===== config.mk =====
export PLATFORM = sky130hd
export DESIGN_NAME = hazard_ctrl
export DESIGN_NICKNAME = d
export VERILOG_FILES = /design/src/rtl/hazard_ctrl.sv
export SDC_FILE = /design/constraint.sdc
export NUM_CORES = 1
export LEC_CHECK = 0
export CORE_AREA = 2 2 63 71
export DETAILED_ROUTE_END_ITERATION = 12
export DIE_AREA = 0 0 65 73
export GPL_ROUTABILITY_DRIVEN = 0
export GPL_TIMING_DRIVEN = 0
export PLACE_DENSITY_LB_ADDON = 0.1
export RECOVER_POWER = 100
export SLEW_MARGIN = 20
export SYNTH_ARGS = -nofsm -noshare
export SYNTH_HDL_FRONTEND = slang
export SYNTH_SLANG_ARGS = --single-unit
export TNS_END_PERCENT = 5

===== constraint.sdc =====
create_clock -name CLK -period 1.9 [get_ports CLK]
set_input_delay 0.19 -clock CLK [delete_from_list [all_inputs] [get_ports CLK]]
set_output_delay 0.19 -clock CLK [all_outputs]
set_load 0.01 [all_outputs]

===== src/rtl/hazard_ctrl.sv =====
// Hazard and sequencing controller for the 5-stage pipeline: operand
// forwarding, load-use / PC-write / branch stalls and flushes, a freeze FSM
// for multi-cycle data-memory accesses, and a saturating stall-cycle counter.
module hazard_ctrl #(
  parameter int unsigned REG_AW   = 4,
  parameter int unsigned MEM_WAIT = 2,
  parameter int unsigned CNT_W    = 16
) (
  input  logic              CLK,
  input  logic              RST,
  input  logic [REG_AW-1:0] RA1D,
  input  logic [REG_AW-1:0] RA2D,
  input  logic [REG_AW-1:0] RA1E,
  input  logic [REG_AW-1:0] RA2E,
  input  logic [REG_AW-1:0] WA3E,
  input  logic [REG_AW-1:0] WA3M,
  input  logic [REG_AW-1:0] WA3W,
  input  logic              RegWriteM,
  input  logic              RegWriteW,
  input  logic              MemtoRegE,
  input  logic              MemAccessM,
  input  logic              PCSrcD,
  input  logic              PCSrcE,
  input  logic              PCSrcM,
  input  logic              PCSrcW,
  input  logic              BranchTakenE,
  output logic [1:0]        ForwardAE,
  output logic [1:0]        ForwardBE,
  output logic              StallF,
  output logic              StallD,
  output logic              StallE,
  output logic              StallM,
  output logic              FlushD,
  output logic              FlushE,
  output logic              FlushW,
  output logic              MemBusy,
  output logic [CNT_W-1:0]  StallCount
);

  typedef enum logic {ST_RUN, ST_WAIT} state_t;

  localparam bit         HAS_WAIT  = (MEM_WAIT != 0);
  localparam logic [3:0] WAIT_INIT = 4'((MEM_WAIT != 0) ? MEM_WAIT - 1 : 0);

  state_t           state_q, state_d;
  logic [3:0]       cnt_q, cnt_d;
  logic [CNT_W-1:0] stall_count_q, stall_count_d;
  logic             busy;
  logic             ld_stall;
  logic             pc_pend;

  // Memory-wait FSM: next state, wait counter and busy flag.
  always_comb begin
    state_d = state_q;
    cnt_d   = cnt_q;
    busy    = 1'b0;
    unique case (state_q)
      ST_RUN: begin
        if (MemAccessM && HAS_WAIT) begin
          busy    = 1'b1;
          state_d = ST_WAIT;
          cnt_d   = WAIT_INIT;
        end
      end
      ST_WAIT: begin
        if (cnt_q != 4'd0) begin
          busy  = 1'b1;
          cnt_d = cnt_q - 4'd1;
        end else begin
          state_d = ST_RUN;
        end
      end
      default: state_d = ST_RUN;
    endcase
  end

  // Forwarding selects and stall/flush outputs; reset forces a flushed idle pipe.
  always_comb begin
    ld_stall  = MemtoRegE && ((RA1D == WA3E) || (RA2D == WA3E));
    pc_pend   = PCSrcD || PCSrcE || PCSrcM;
    ForwardAE = 2'b00;
    ForwardBE = 2'b00;
    StallF    = 1'b0;
    StallD    = 1'b0;
    StallE    = 1'b0;
    StallM    = 1'b0;
    FlushD    = 1'b0;
    FlushE    = 1'b0;
    FlushW    = 1'b0;
    MemBusy   = 1'b0;
    if (!RST) begin
      FlushD = 1'b1;
      FlushE = 1'b1;
      FlushW = 1'b1;
    end else begin
      if (RegWriteM && (RA1E == WA3M))      ForwardAE = 2'b10;
      else if (RegWriteW && (RA1E == WA3W)) ForwardAE = 2'b01;
      if (RegWriteM && (RA2E == WA3M))      ForwardBE = 2'b10;
      else if (RegWriteW && (RA2E == WA3W)) ForwardBE = 2'b01;
      if (busy) begin
        // Freeze everything; pending branch/load-use flushes wait for release.
        MemBusy = 1'b1;
        StallF  = 1'b1;
        StallD  = 1'b1;
        StallE  = 1'b1;
        StallM  = 1'b1;
        FlushW  = 1'b1;
      end else begin
        StallF = ld_stall || pc_pend;
        StallD = ld_stall;
        FlushD = pc_pend || PCSrcW || BranchTakenE;
        FlushE = ld_stall || BranchTakenE;
      end
    end
  end

  // Saturating count of cycles with the fetch stage stalled.
  always_comb begin
    stall_count_d = stall_count_q;
    if (StallF && (stall_count_q != '1)) stall_count_d = stall_count_q + 1'b1;
  end

  // State registers with synchronous active-low reset.
  always_ff @(posedge CLK) begin
    if (!RST) begin
      state_q       <= ST_RUN;
      cnt_q         <= '0;
      stall_count_q <= '0;
    end else begin
      state_q       <= state_d;
      cnt_q         <= cnt_d;
      stall_count_q <= stall_count_d;
    end
  end

  assign StallCount = stall_count_q;

endmodule


==> results.yml <==
sta:
  setup_viol: 14
  relSlewSlack_pct: 72.3
  finalCritPeriodShare_pct: 108
  whs_ns: 0.506
  skew_ns: 0.00635
  max_freq_mhz: 485
  slew_viol_final: 0
  worst_slack_ns: -0.161
  hold_viol_final: 0
  tightest_slew_ns: 0.413
  grt_setup_unrepaired: "true"
  min_period_ns: 2.06
grt:
  grt_pass1_vias: 1504
  track_usage_pct: 18.1
  gr-total-overflow: 0
  grt_max_degree: 12
  grt_pass1_wl_microns: 6690
  antenna_found_initial: 0
power_and_ir_drop:
  peakVddDrop_v: 0.000323
  comb_power_share_pct: 34.2
  power.density_mw_per_mm2: 486
  pwr-share-seq_pct: 40.7
  sw_frac_of_total_pct: 28.8
  pwr-share-clk_pct: 25.2
  switchingPower_uw: 341
  leakage_uw: 0.000934
  p_int_uw: 844
die:
  die_w_microns: 65
  dieHeight_microns: 73
  die-area_sq_mm: 0.00475
  core_area_sq_mm: 0.00410
  io_pins: 67
  rows: 25
  start_util_pct: 35.1
final_layout:
  final_cell_mix: "clkdlybuf4s50_1, dfxtp_1, xnor2_1"
  final_cells: 315
  post-route-util_pct: 59.5
  multiInputGateArea_sq_mm: 0.00105
  regArea_sq_um: 424
  final_nets: 304
  fill_cells: 367
  antenna_cells: 0
  postLayoutCellArea_sq_mm: 0.00244
  drive_above_1_share_pct: 21.1
  final_common_cell: "clkdlybuf4s50_1"
  syn_to_final_growth_pct: 69.7
clock_tree:
  clock_latency_ns: 0.26
  clkSinkCount: 21
  cts_tree: "yes"
  cts_buffers: 3
  path_clk_slew_ns: 0.08
  cts_hold_buffers: 0
  h-tree-depth: 1
  cts-root-buf: "clkbuf_8"
  clockBufferDepth: 2
worst_setup_path:
  path_cells: "clkdlybuf4s50_1, xor2_1, nor4_1, and2_1, clkdlybuf4s50_1"
  cp_max_fo: 2
  cp_num_buf_inv: 2
  worst_path_largest_cell_delay_ns: 0.54
  worstSetupEndpointType: "output port"
  path_class: "in -> out"
  critPathLaunchType: "input port"
  cpMaxStageDelayCell: "clkdlybuf4s50_1"
  critPathArrivalTime_ns: 1.87
  ff2ff_path_depth: 10
  worstPathRequired_ns: 1.71
  crit_family: "buffers and inverters"
  cp.depth: 5
  crit_path_frequent_cell: "clkdlybuf4s50_1"
yosys:
  ys_ff_latch: 21
  syn_avg_cell_area_sq_um: 8.12
  ys_async_sr_fraction_pct: 0
  syn_nets: 219
  seq_area_frac_synth_pct: 29.2
  syn_inst: 177
  syn_area_sq_mm: 0.00144
  synth_cell_types: 41
  synth_edf_count: 0
  synth_warnings: 0
  yosys_most_used_dff: "dfxtp_1"
place:
  dp_cells: 297
  place_ws_ns: -0.685
  portBuffers: 66
  placed_cell_area_sq_mm: 0.00217
  dpl.hpwl_microns: 3080
status:
  failed_checks: "negative setup slack"
  status: "finished, violations left"
worst_hold_path:
  hp-class: "reg -> reg"
  holdPathStages: 2
drt:
  drc: 0
  viasPerCell: 4.95
  drtIter0Drc: 48
  postRouteAntennaNets: 0
  vias: 1560
  routed_wl_microns: 4170
  routedWlPerCell_microns: 13.2
  first_pass_iters: 4
run:
  maxCapViolCount: 0
synthesized netlist by cell type (2+ instances only):
| cell type | number | area share (%) |
|---|---|---|
| a21o_1 | 2 | 1.0 |
| a21oi_1 | 11 | 3.8 |
| and2_1 | 3 | 1.3 |
| and3_1 | 2 | 0.87 |
| buf_4 | 2 | 1.0 |
| clkbuf_1 | 3 | 0.78 |
| dfxtp_1 | 21 | 29 |
| ha_1 | 3 | 2.6 |
| inv_1 | 5 | 1.3 |
| mux2i_1 | 2 | 1.4 |
| nand2_1 | 15 | 3.9 |
| nand2b_1 | 2 | 0.87 |
| nand3_1 | 11 | 3.8 |
| nand4_1 | 3 | 1.3 |
| nor2_1 | 16 | 4.2 |
| nor3_1 | 5 | 1.7 |
| nor4_1 | 5 | 2.2 |
| o211ai_1 | 2 | 1.0 |
| o21a_1 | 3 | 1.6 |
| o21ai_0 | 3 | 1.0 |
| o21ai_1 | 3 | 1.0 |
| o31ai_1 | 5 | 2.6 |
| or3_1 | 2 | 0.87 |
| or4_1 | 6 | 3.1 |
| xnor2_1 | 16 | 9.7 |
| xor2_1 | 11 | 6.7 |
layer usage:
metal | track usage [%] | routed length (microns)
met1 | 21.1 | 1710
met2 | 33.3 | 2280
met3 | 3.70 | 149
met4 | 4.96 | 35
met5 | 0 | 0
worst reg2reg max path: cells and delay by family (launching register included):
kind / cells / cell delay, ns
simple gates: 3 / 0.74
compound gates: 3 / 0.42
flops: 1 / 0.36
buf+inv: 3 / 0.34
fa+ha+maj: 1 / 0.14
per-stage QoR:
stage | total power [uW] | TNS (ns)
CTS | 1150 | -1.60
global placement | 815 | -7.30
detailed placement | 818 | -7.88
floorplan | 642 | 0
global route | 1250 | -2.38
finish | 1190 | -1.02
layout make-up:
cell class              instances  area share (%)
inverters                       5           0.769
well taps                      54            2.77
multi-input cells             144            43.1
repair buffers                 80            31.6
flip-flops and latches         21            17.4
clock buffers                   4            1.85
plain buffers                   7            2.51
timing repair:
| action | in CTS | in global routing |
|---|---|---|
| setup endpoints to repair | 28 | 25 |
| pin swaps | 10 | 11 |
| cloned | 0 | 2 |
| buffers inserted | 6 | 6 |
| gates resized for setup | 42 | 26 |
| endpoints found under the hold margin | 0 | 0 |
state kept, by name, summed over array words and instances (netlist names):
signal      flops
cnt_q           4
StallCount     16
state_q         1
cell families (layout without fill, tap and decap cells):
group	count (synthesis)	count (layout)	share of synthesized area, %
simple gates	77	77	29.2
mux	2	2	1.39
fa+ha+maj	3	3	2.61
xor+xnor	27	27	16.4
compound gates	35	35	16.1
flops	21	21	29.2
buf+inv	12	96	4.96
power by group through the flow:
stage	clock (uW)	combinational, uW	sequential (uW)
floorplan	0	155	487
detailed placement	0	331	488
finish	298	405	482
CTS	306	367	481
global route	324	443	486
global placement	0	328	488
final timing paths:
kind              slack [ns]                           to                         from
setup / recovery       -0.16                 ForwardBE[1]                      WA3M[2]
hold reg to reg         0.51  StallCount[15]$_SDFFE_PN0P_  StallCount[15]$_SDFFE_PN0P_
setup reg to reg       -0.14   StallCount[9]$_SDFFE_PN0P_        cnt_q[0]$_SDFFE_PN0P_
hold / removal          0.51  StallCount[15]$_SDFFE_PN0P_  StallCount[15]$_SDFFE_PN0P_
Power figures use the tool's default switching activity.
